<file path="config.mk">
export PLATFORM = sky130hd
export DESIGN_NAME = fetch
export DESIGN_NICKNAME = d
export VERILOG_FILES = /design/src/rtl/fetch_pkg.sv /design/src/rtl/fetch_hold_buffer.sv /design/src/rtl/fetch.sv
export SDC_FILE = /design/constraint.sdc
export NUM_CORES = 1
export LEC_CHECK = 0
export CELL_PAD_IN_SITES_DETAIL_PLACEMENT = 1
export CELL_PAD_IN_SITES_GLOBAL_PLACEMENT = 1
export CORE_MARGIN = 1
export CORE_UTILIZATION = 35
export DETAILED_ROUTE_END_ITERATION = 10
export PLACE_DENSITY = 0.83
export SKIP_CTS_REPAIR_TIMING = 1
export SYNTH_ARGS = -nofsm -noshare
export SYNTH_HDL_FRONTEND = slang
export SYNTH_SLANG_ARGS = --single-unit
</file>
<file path="constraint.sdc">
create_clock -name clock -period 3.1 [get_ports clock]
set_input_delay 0.62 -clock clock [delete_from_list [all_inputs] [get_ports clock]]
set_output_delay 0.62 -clock clock [all_outputs]
set_load 0.01 [all_outputs]
</file>
<file path="src/rtl/fetch_pkg.sv">
// Shared definitions for the fetch stage: FSM state encodings and parameter defaults.
package fetch_pkg;

    localparam int          PC_WIDTH_DEF = 16;
    localparam logic [31:0] NOP_WORD_DEF = 32'h0000_0000;

    localparam logic [0:0]  RUN      = 1'b0;
    localparam logic [0:0]  RET_WAIT = 1'b1;

endpackage

</file>
<file path="src/rtl/fetch_hold_buffer.sv">
// One-entry skid register that keeps an instruction word and its PC across a stall.
module fetch_hold_buffer
    import fetch_pkg::*;
#(
    parameter int PC_WIDTH = PC_WIDTH_DEF
) (
    input  logic                clock,
    input  logic                nreset,
    input  logic                capture,
    input  logic                clear,
    input  logic [31:0]         data,
    input  logic [PC_WIDTH-1:0] data_pc,
    output logic                full,
    output logic [31:0]         word,
    output logic [PC_WIDTH-1:0] pc
);

    always_ff @(posedge clock or negedge nreset) begin
        if (!nreset) begin
            full <= 1'b0;
        end else if (clear) begin
            full <= 1'b0;
        end else if (capture) begin
            full <= 1'b1;
        end
    end

    // Payload is only meaningful while full is set, so it carries no reset.
    always_ff @(posedge clock) begin
        if (capture) begin
            word <= data;
            pc   <= data_pc;
        end
    end

endmodule

</file>
<file path="src/rtl/fetch.sv">
// Instruction fetch stage: PC, 1-cycle synchronous imem reads, stall skid, branch and return wait.
// Defining FETCH_PERF_COUNT_EN adds the perf_bubbles / perf_redirects counters.
module fetch
    import fetch_pkg::*;
#(
    parameter int                  PC_WIDTH     = PC_WIDTH_DEF,
    parameter logic [PC_WIDTH-1:0] RESET_VECTOR = '0,
    parameter logic [31:0]         NOP_WORD     = NOP_WORD_DEF
) (
    input  logic                clock,
    input  logic                nreset,
    input  logic                stall,
    input  logic                take_branch_address,
    input  logic [PC_WIDTH-1:0] branch_address,
    input  logic                ret,
    input  logic                ret_address_valid,
    input  logic [PC_WIDTH-1:0] ret_address,
    output logic                imem_ren,
    output logic [PC_WIDTH-1:0] imem_addr,
    input  logic [31:0]         imem_rdata,
    output logic [31:0]         instruction_word,
    output logic                instruction_valid,
    output logic [PC_WIDTH-1:0] instruction_pc
`ifdef FETCH_PERF_COUNT_EN
    ,
    output logic [31:0]         perf_bubbles,
    output logic [15:0]         perf_redirects
`endif
);

    logic [0:0]          state;
    logic                started;
    logic [PC_WIDTH-1:0] pc;
    logic                pend_p1;
    logic [PC_WIDTH-1:0] pend_pc_p1;

    logic [31:0]         out_word_q;
    logic                out_valid_q;
    logic [PC_WIDTH-1:0] out_pc_q;

    logic                hold_full;
    logic [31:0]         hold_word;
    logic [PC_WIDTH-1:0] hold_pc;

    logic [31:0]         live_word;
    logic                live_valid;
    logic [PC_WIDTH-1:0] live_pc;

    logic run_go;
    logic do_branch;
    logic do_ret;
    logic do_resume;

    assign run_go    = !stall && (state == RUN);
    assign do_branch = run_go && take_branch_address;
    assign do_ret    = run_go && !take_branch_address && ret;
    assign do_resume = !stall && (state == RET_WAIT) && ret_address_valid;

    // The first cycle after reset release issues nothing, so the first word lands two edges later.
    assign imem_ren  = started && run_go && !take_branch_address && !ret;
    assign imem_addr = pc;

    always_ff @(posedge clock or negedge nreset) begin
        if (!nreset) begin
            state   <= RUN;
            started <= 1'b0;
            pc      <= RESET_VECTOR;
            pend_p1 <= 1'b0;
        end else begin
            started <= 1'b1;
            pend_p1 <= imem_ren;
            if (do_branch) begin
                pc <= branch_address;
            end else if (do_resume) begin
                pc    <= ret_address;
                state <= RUN;
            end else if (do_ret) begin
                state <= RET_WAIT;
            end else if (imem_ren) begin
                pc <= pc + PC_WIDTH'(1);
            end
        end
    end

    // ---- read-data stage: PC of the word arriving on imem_rdata ----
    always_ff @(posedge clock) begin
        pend_pc_p1 <= pc;
    end

    fetch_hold_buffer #(
        .PC_WIDTH (PC_WIDTH)
    ) u_hold (
        .clock   (clock),
        .nreset  (nreset),
        .capture (stall && pend_p1 && !hold_full),
        .clear   (!stall && hold_full),
        .data    (imem_rdata),
        .data_pc (pend_pc_p1),
        .full    (hold_full),
        .word    (hold_word),
        .pc      (hold_pc)
    );

    // A word parked during a stall always goes out ahead of anything newer.
    always_comb begin
        live_word  = NOP_WORD;
        live_valid = 1'b0;
        live_pc    = out_pc_q;
        if (hold_full) begin
            live_word  = hold_word;
            live_valid = 1'b1;
            live_pc    = hold_pc;
        end else if (pend_p1) begin
            live_word  = imem_rdata;
            live_valid = 1'b1;
            live_pc    = pend_pc_p1;
        end
    end

    assign instruction_word  = stall ? out_word_q  : live_word;
    assign instruction_valid = stall ? out_valid_q : live_valid;
    assign instruction_pc    = stall ? out_pc_q    : live_pc;

    // ---- output stage: last presented instruction, replayed while stalled ----
    always_ff @(posedge clock or negedge nreset) begin
        if (!nreset) begin
            out_word_q  <= NOP_WORD;
            out_valid_q <= 1'b0;
            out_pc_q    <= RESET_VECTOR;
        end else begin
            out_word_q  <= instruction_word;
            out_valid_q <= instruction_valid;
            out_pc_q    <= instruction_pc;
        end
    end

`ifdef FETCH_PERF_COUNT_EN
    function automatic logic [31:0] sat_inc32(input logic [31:0] v);
        return (&v) ? v : v + 32'd1;
    endfunction

    function automatic logic [15:0] sat_inc16(input logic [15:0] v);
        return (&v) ? v : v + 16'd1;
    endfunction

    always_ff @(posedge clock or negedge nreset) begin
        if (!nreset) begin
            perf_bubbles   <= '0;
            perf_redirects <= '0;
        end else begin
            if (!instruction_valid) begin
                perf_bubbles <= sat_inc32(perf_bubbles);
            end
            if (do_branch || do_resume) begin
                perf_redirects <= sat_inc16(perf_redirects);
            end
        end
    end
`endif

endmodule

</file>
### Word level (Yosys, flattened, before mapping)

Cells that the tools add are included.

* add/sub/neg operators: 1
* eq/ne operators: 1
* muxes and demuxes: 17
* bitwise logic cells: 2
* reductions and logical operators: 21

Operator list (count)
* 2-to-1 mux 16 bit: 7
* 2-to-1 mux 32 bit: 3
* adder 16 x 1 -> 16 bit (second input constant): 1
* logical AND 1 bit: 12
* 2-to-1 mux 1 bit: 7
* zero test 1 bit: 4
* AND reduction 2 bit: 2
* nonzero test 2 bit: 2
* inequality test 3 x 2 -> 1 bit (second input constant): 1
* nonzero test 3 bit: 1
* inverter 1 bit: 2

* flip-flop bits (word level): 133
* bits of input ports: 70
* output and inout bits: 66

### Logic depth before layout (Yosys ltp)

* depth after elaboration: 9
* gate-level depth with buffers: 6

### Cells and area by module

A second synthesis with hierarchy kept.

* cells, all modules: 458
* area total of the unflattened synthesis: 5383.9 µm²

By module, submodules not included
* fetch: instances 1, cells an instance 408, area an instance 3907.5 µm²
* fetch_hold_buffer: instances 1, cells an instance 50, area an instance 1476.4 µm²

### Worst setup path after synthesis

Ideal clock, no wire load.

* kind: in2reg
* from: input port stall
* to: register u_hold.pc[0], enable pin
* data arrival time: 2.360 ns
* slack: 0.329 ns
* stages: 4
* buffers on the path: 3
* path through: buf_4 buf_2 clkbuf_1 and2_1

* longest elaborated chain between the ends: 2

RTL lines
* start: declaration: line fetch.sv:12 `input logic stall,`
* logical AND 1 bit (2 in series): line fetch.sv:95 `.capture (stall && pend_p1 && !hold_full),`
* named net u_hold.capture: line fetch_hold_buffer.sv:9 `input logic capture,`
* end signal: assignment: line fetch_hold_buffer.sv:32 `pc <= data_pc;`
* end: declaration: line fetch_hold_buffer.sv:15 `output logic [PC_WIDTH-1:0] pc`

The timed path passes the listed nets, and every way through them passes these cells.
A chain may end at the register's enable or synchronous reset.

### Worst setup path after layout

* from: input port take_branch_address
* to: output port imem_ren

* longest elaborated chain between the ends: 3

RTL lines
* start: declaration: line fetch.sv:13 `input logic take_branch_address,`
* zero test 1 bit: line fetch.sv:60 `assign imem_ren = started && run_go && !take_branch_address && !ret;`
* logical AND 1 bit (2 in series): line fetch.sv:60
* end: declaration: line fetch.sv:18 `output logic imem_ren,`

No other way between the ends.

==> flow_metrics.py <==
metrics = {
    "run_status": {
        "status": "completed",
    },
    "sta": {
        "hold-worst-slack_ns": 0.356,
        "setup_repair_after_global_routing_missed_its_margin": "no",
        "fmax_mhz": 335,
        "report.final.hold_viol_count": 0,
        "final-setup-viol-count": 0,
        "slew_headroom_pct": 36.7,
        "fin_skew_ns": 0.00846,
        "worst_max_slew_pin_slew_ns": 0.949,
        "final_max_slew_viol_count": 0,
        "setup-tns-final_ns": 0,
        "final.period_utilization_pct": 96.4,
        "finalWorstPathRequiredPeriod_ns": 2.99,
    },
    "synth": {
        "postSynth.asyncResetShare_pct": 51.9,
        "synth-edff-count": 48,
        "yosysWarningCount": 0,
        "ys_ff_latch": 133,
        "synth_area_um2": 5420,
        "synth_cells": 474,
        "syn_area_per_cell_um2": 11.4,
        "synth_ff_type": "sky130_fd_sc_hd__dfrtp_1",
        "synth.yosys.seq_area_share_pct": 64.3,
        "synth.distinct_cells": 50,
        "syn-num-nets": 545,
    },
    "die": {
        "io_pins": 136,
        "floorplan.initialDensity_pct": 35.8,
        "core_area_um2": 15100,
        "placement_rows": 45,
        "die-area_um2": 16000,
        "die_y_um": 126,
        "die-width_um": 126,
    },
    "layout": {
        "final-seq-area_um2": 3490,
        "insertedDiodeCount": 0,
        "mostFrequentLayoutCell": "sky130_fd_sc_hd__clkdlybuf4s50_1",
        "final_layout_size_suffix_gt1_share_pct": 10.5,
        "final_cells": 817,
        "fin_nets": 687,
        "fillCellCount": 1613,
        "flow.area_growth_from_synthesis_pct": 41.8,
        "most_used_cells_in_the_layout_excluding_fill_and_tap_cells": "133 x sky130_fd_sc_hd__clkdlybuf4s50_1, 67 x sky130_fd_sc_hd__dfrtp_1, 61 x sky130_fd_sc_hd__o21ai_0",
        "layout.core_utilization_pct": 50.8,
        "multi_input_comb_area_um2": 1790,
        "final_design_area_no_fill_um2": 7690,
    },
    "pwr": {
        "powerDensity_nw_per_um2": 866,
        "sw_frac_of_total_pct": 30.6,
        "power.share.sequential_pct": 40.7,
        "switching_power_mw": 2.04,
        "power.ir.vdd_worst_mv": 0.429,
        "internal-power_mw": 4.63,
        "leakage_power_total_nw": 2.89,
        "power_frac_comb_pct": 28.1,
        "clock_power_share_pct": 31.1,
    },
    "clocking": {
        "cts_tree": "built",
        "cts_buffer_depth": 2,
        "tritoncts_buffer_count": 17,
        "worstSkewPairLatency_ns": 0.42,
        "clk_pin_slew_ns": 0.05,
        "cts_num_sinks": 133,
        "cts.root.buffer_cell": "sky130_fd_sc_hd__clkbuf_16",
        "cts_max_level": 4,
    },
    "global_routing": {
        "gr-usage-met2_pct": 34.3,
        "vias_in_the_first_global_route": 4680,
        "grt.overflow.total": 0,
        "grt_first_pass_wirelength_mm": 25.0,
        "grt_util_met3_pct": 6.45,
        "global_route_usage_over_all_layers_pct": 20.6,
        "grt_start_max_net_pins": 70,
        "groute.layer.met1.usage_pct": 25.3,
        "global_route.peak_usage_layer": "met2",
        "grt_antenna_before_repair": 0,
    },
    "critical_path": {
        "cp-end-kind": "output pin",
        "required_ns": 2.48,
        "worstSetupStartpointType": "input port",
        "worstSetupPathType": "in -> out",
        "critical_path_peak_fanout": 2,
        "cp_data_arrival_time_ns": 2.37,
    },
    "min_path": {
        "holdCritPathClass": "in -> async",
    },
    "drt": {
        "via_per_inst": 5.46,
        "detail_route.iter0.violations": 226,
        "route.detailed.wl_per_inst_um": 19.3,
        "post-route-drc-count": 0,
        "vias": 4461,
        "route.antenna.remaining_nets": 0,
        "totalWireLength_mm": 15.8,
        "drt_pass1_iterations": 4,
    },
    "place": {
        "io_port_bufs": 135,
        "routabilityCongestion": 0.880,
        "dpl_cell_area_um2": 7080,
        "place.detailed.hpwl_mm": 10.7,
        "numPlacedInstances": 785,
    },
    "job": {
        "max_cap_violations": 0,
    },
}
[cells by family (layout without fill, tap and decap cells)]
group / after synthesis / count (layout) / share of synthesized area [%]
flip-flops: 133 / 133 / 64.3
multiplexers: 3 / 3 / 0.577
adder cells (fa/ha/maj): 1 / 1 / 0.231
other: 1 / 1 / 0.0691
AND/OR/NAND/NOR: 122 / 122 / 11.3
AO/OA/AOI/OAI: 173 / 173 / 20.0
buffers and inverters: 37 / 192 / 2.81
XOR/XNOR: 4 / 4 / 0.646
[Yosys cell counts, types with 3 or more instances]
library cell	n	area [um^2]
sky130_fd_sc_hd__a31o_2	3	26.3
sky130_fd_sc_hd__xnor2_1	4	35.0
sky130_fd_sc_hd__nor2b_1	20	125
sky130_fd_sc_hd__buf_2	8	40.0
sky130_fd_sc_hd__o21ai_1	3	15.0
sky130_fd_sc_hd__a21oi_1	26	130
sky130_fd_sc_hd__nand3_1	8	40.0
sky130_fd_sc_hd__dfxtp_1	16	320
sky130_fd_sc_hd__inv_1	4	15.0
sky130_fd_sc_hd__nor4_1	4	25.0
sky130_fd_sc_hd__a31oi_1	3	18.8
sky130_fd_sc_hd__nand2_1	44	165
sky130_fd_sc_hd__buf_1	4	15.0
sky130_fd_sc_hd__o2bb2ai_1	3	26.3
sky130_fd_sc_hd__edfxtp_1	48	1440
sky130_fd_sc_hd__nand4_1	3	18.8
sky130_fd_sc_hd__dfrtp_1	69	1730
sky130_fd_sc_hd__nand3b_1	5	37.5
sky130_fd_sc_hd__o21ai_0	62	310
sky130_fd_sc_hd__a22oi_1	55	413
sky130_fd_sc_hd__nor2_1	16	60.1
sky130_fd_sc_hd__nor3_1	9	45.0
sky130_fd_sc_hd__clkbuf_1	20	75.1
[power groups by stage]
stage	Combinational (mW)	Clock, mW	Sequential, mW
after floorplan	0.877	0	2.63
after global placement	1.80	0	2.70
after detailed placement	1.87	0	2.73
after CTS	1.90	2.12	2.71
after global routing	2.03	2.19	2.78
final	1.87	2.07	2.71
[stage by stage]
stage	setup slack (ns)	power [mW]
after floorplan	0.329	3.51
after global placement	0.0928	4.50
after detailed placement	0.0995	4.60
after CTS	-0.0784	6.73
after global routing	0.0214	7.00
final	0.113	6.66
[critical path: stages]
cell and delay (ns):
sky130_fd_sc_hd__clkdlybuf4s50_1 0.49, sky130_fd_sc_hd__nor2_1 0.07, sky130_fd_sc_hd__a211o_1 0.33, sky130_fd_sc_hd__nor3_1 0.26
sky130_fd_sc_hd__clkdlybuf4s50_1 0.60
[worst paths after layout]
path	start	end	slack, ns	cells past startpoint
max in group asynchronous	nreset	pend_p1$_DFF_PN0_	2.08	1
setup reg to reg	pend_p1$_DFF_PN0_	u_hold.pc[9]$_DFFE_PP_	1.04	4
hold / removal	nreset	out_word_q[11]$_DFF_PN0_	0.36	1
hold reg to reg	pend_pc_p1[9]$_DFF_P_	u_hold.pc[9]$_DFFE_PP_	0.43	0
setup / recovery	take_branch_address	imem_ren	0.11	5
min in group clock	pend_pc_p1[9]$_DFF_P_	u_hold.pc[9]$_DFFE_PP_	0.43	0
[metal layers]
metal | vias up | wire length, um
li1 | 2059 | -
met1 | 2222 | 6860
met2 | 165 | 7620
met3 | 15 | 1080
met4 | 0 | 178
met5 | - | 0
[final cells by class]
type                    instances  area share [%]
clock buffers                  17            5.53
clock inverters                15            2.44
inverters                       4           0.195
multi-input cells             304            23.2
flip-flops and latches        133            45.4
well taps                     188            3.06
repair buffers                156            20.2
[flip-flops by register name (all words and copies together) (netlist names)]
register and count:
pend_p1 1, state 1, started 1, out_pc_q 16
u_hold.word 32, pend_pc_p1 16, imem_addr 16, u_hold.full 1
out_valid_q 1, u_hold.pc 16, out_word_q 32
No activity file was read; power rests on OpenSTA's default activity.
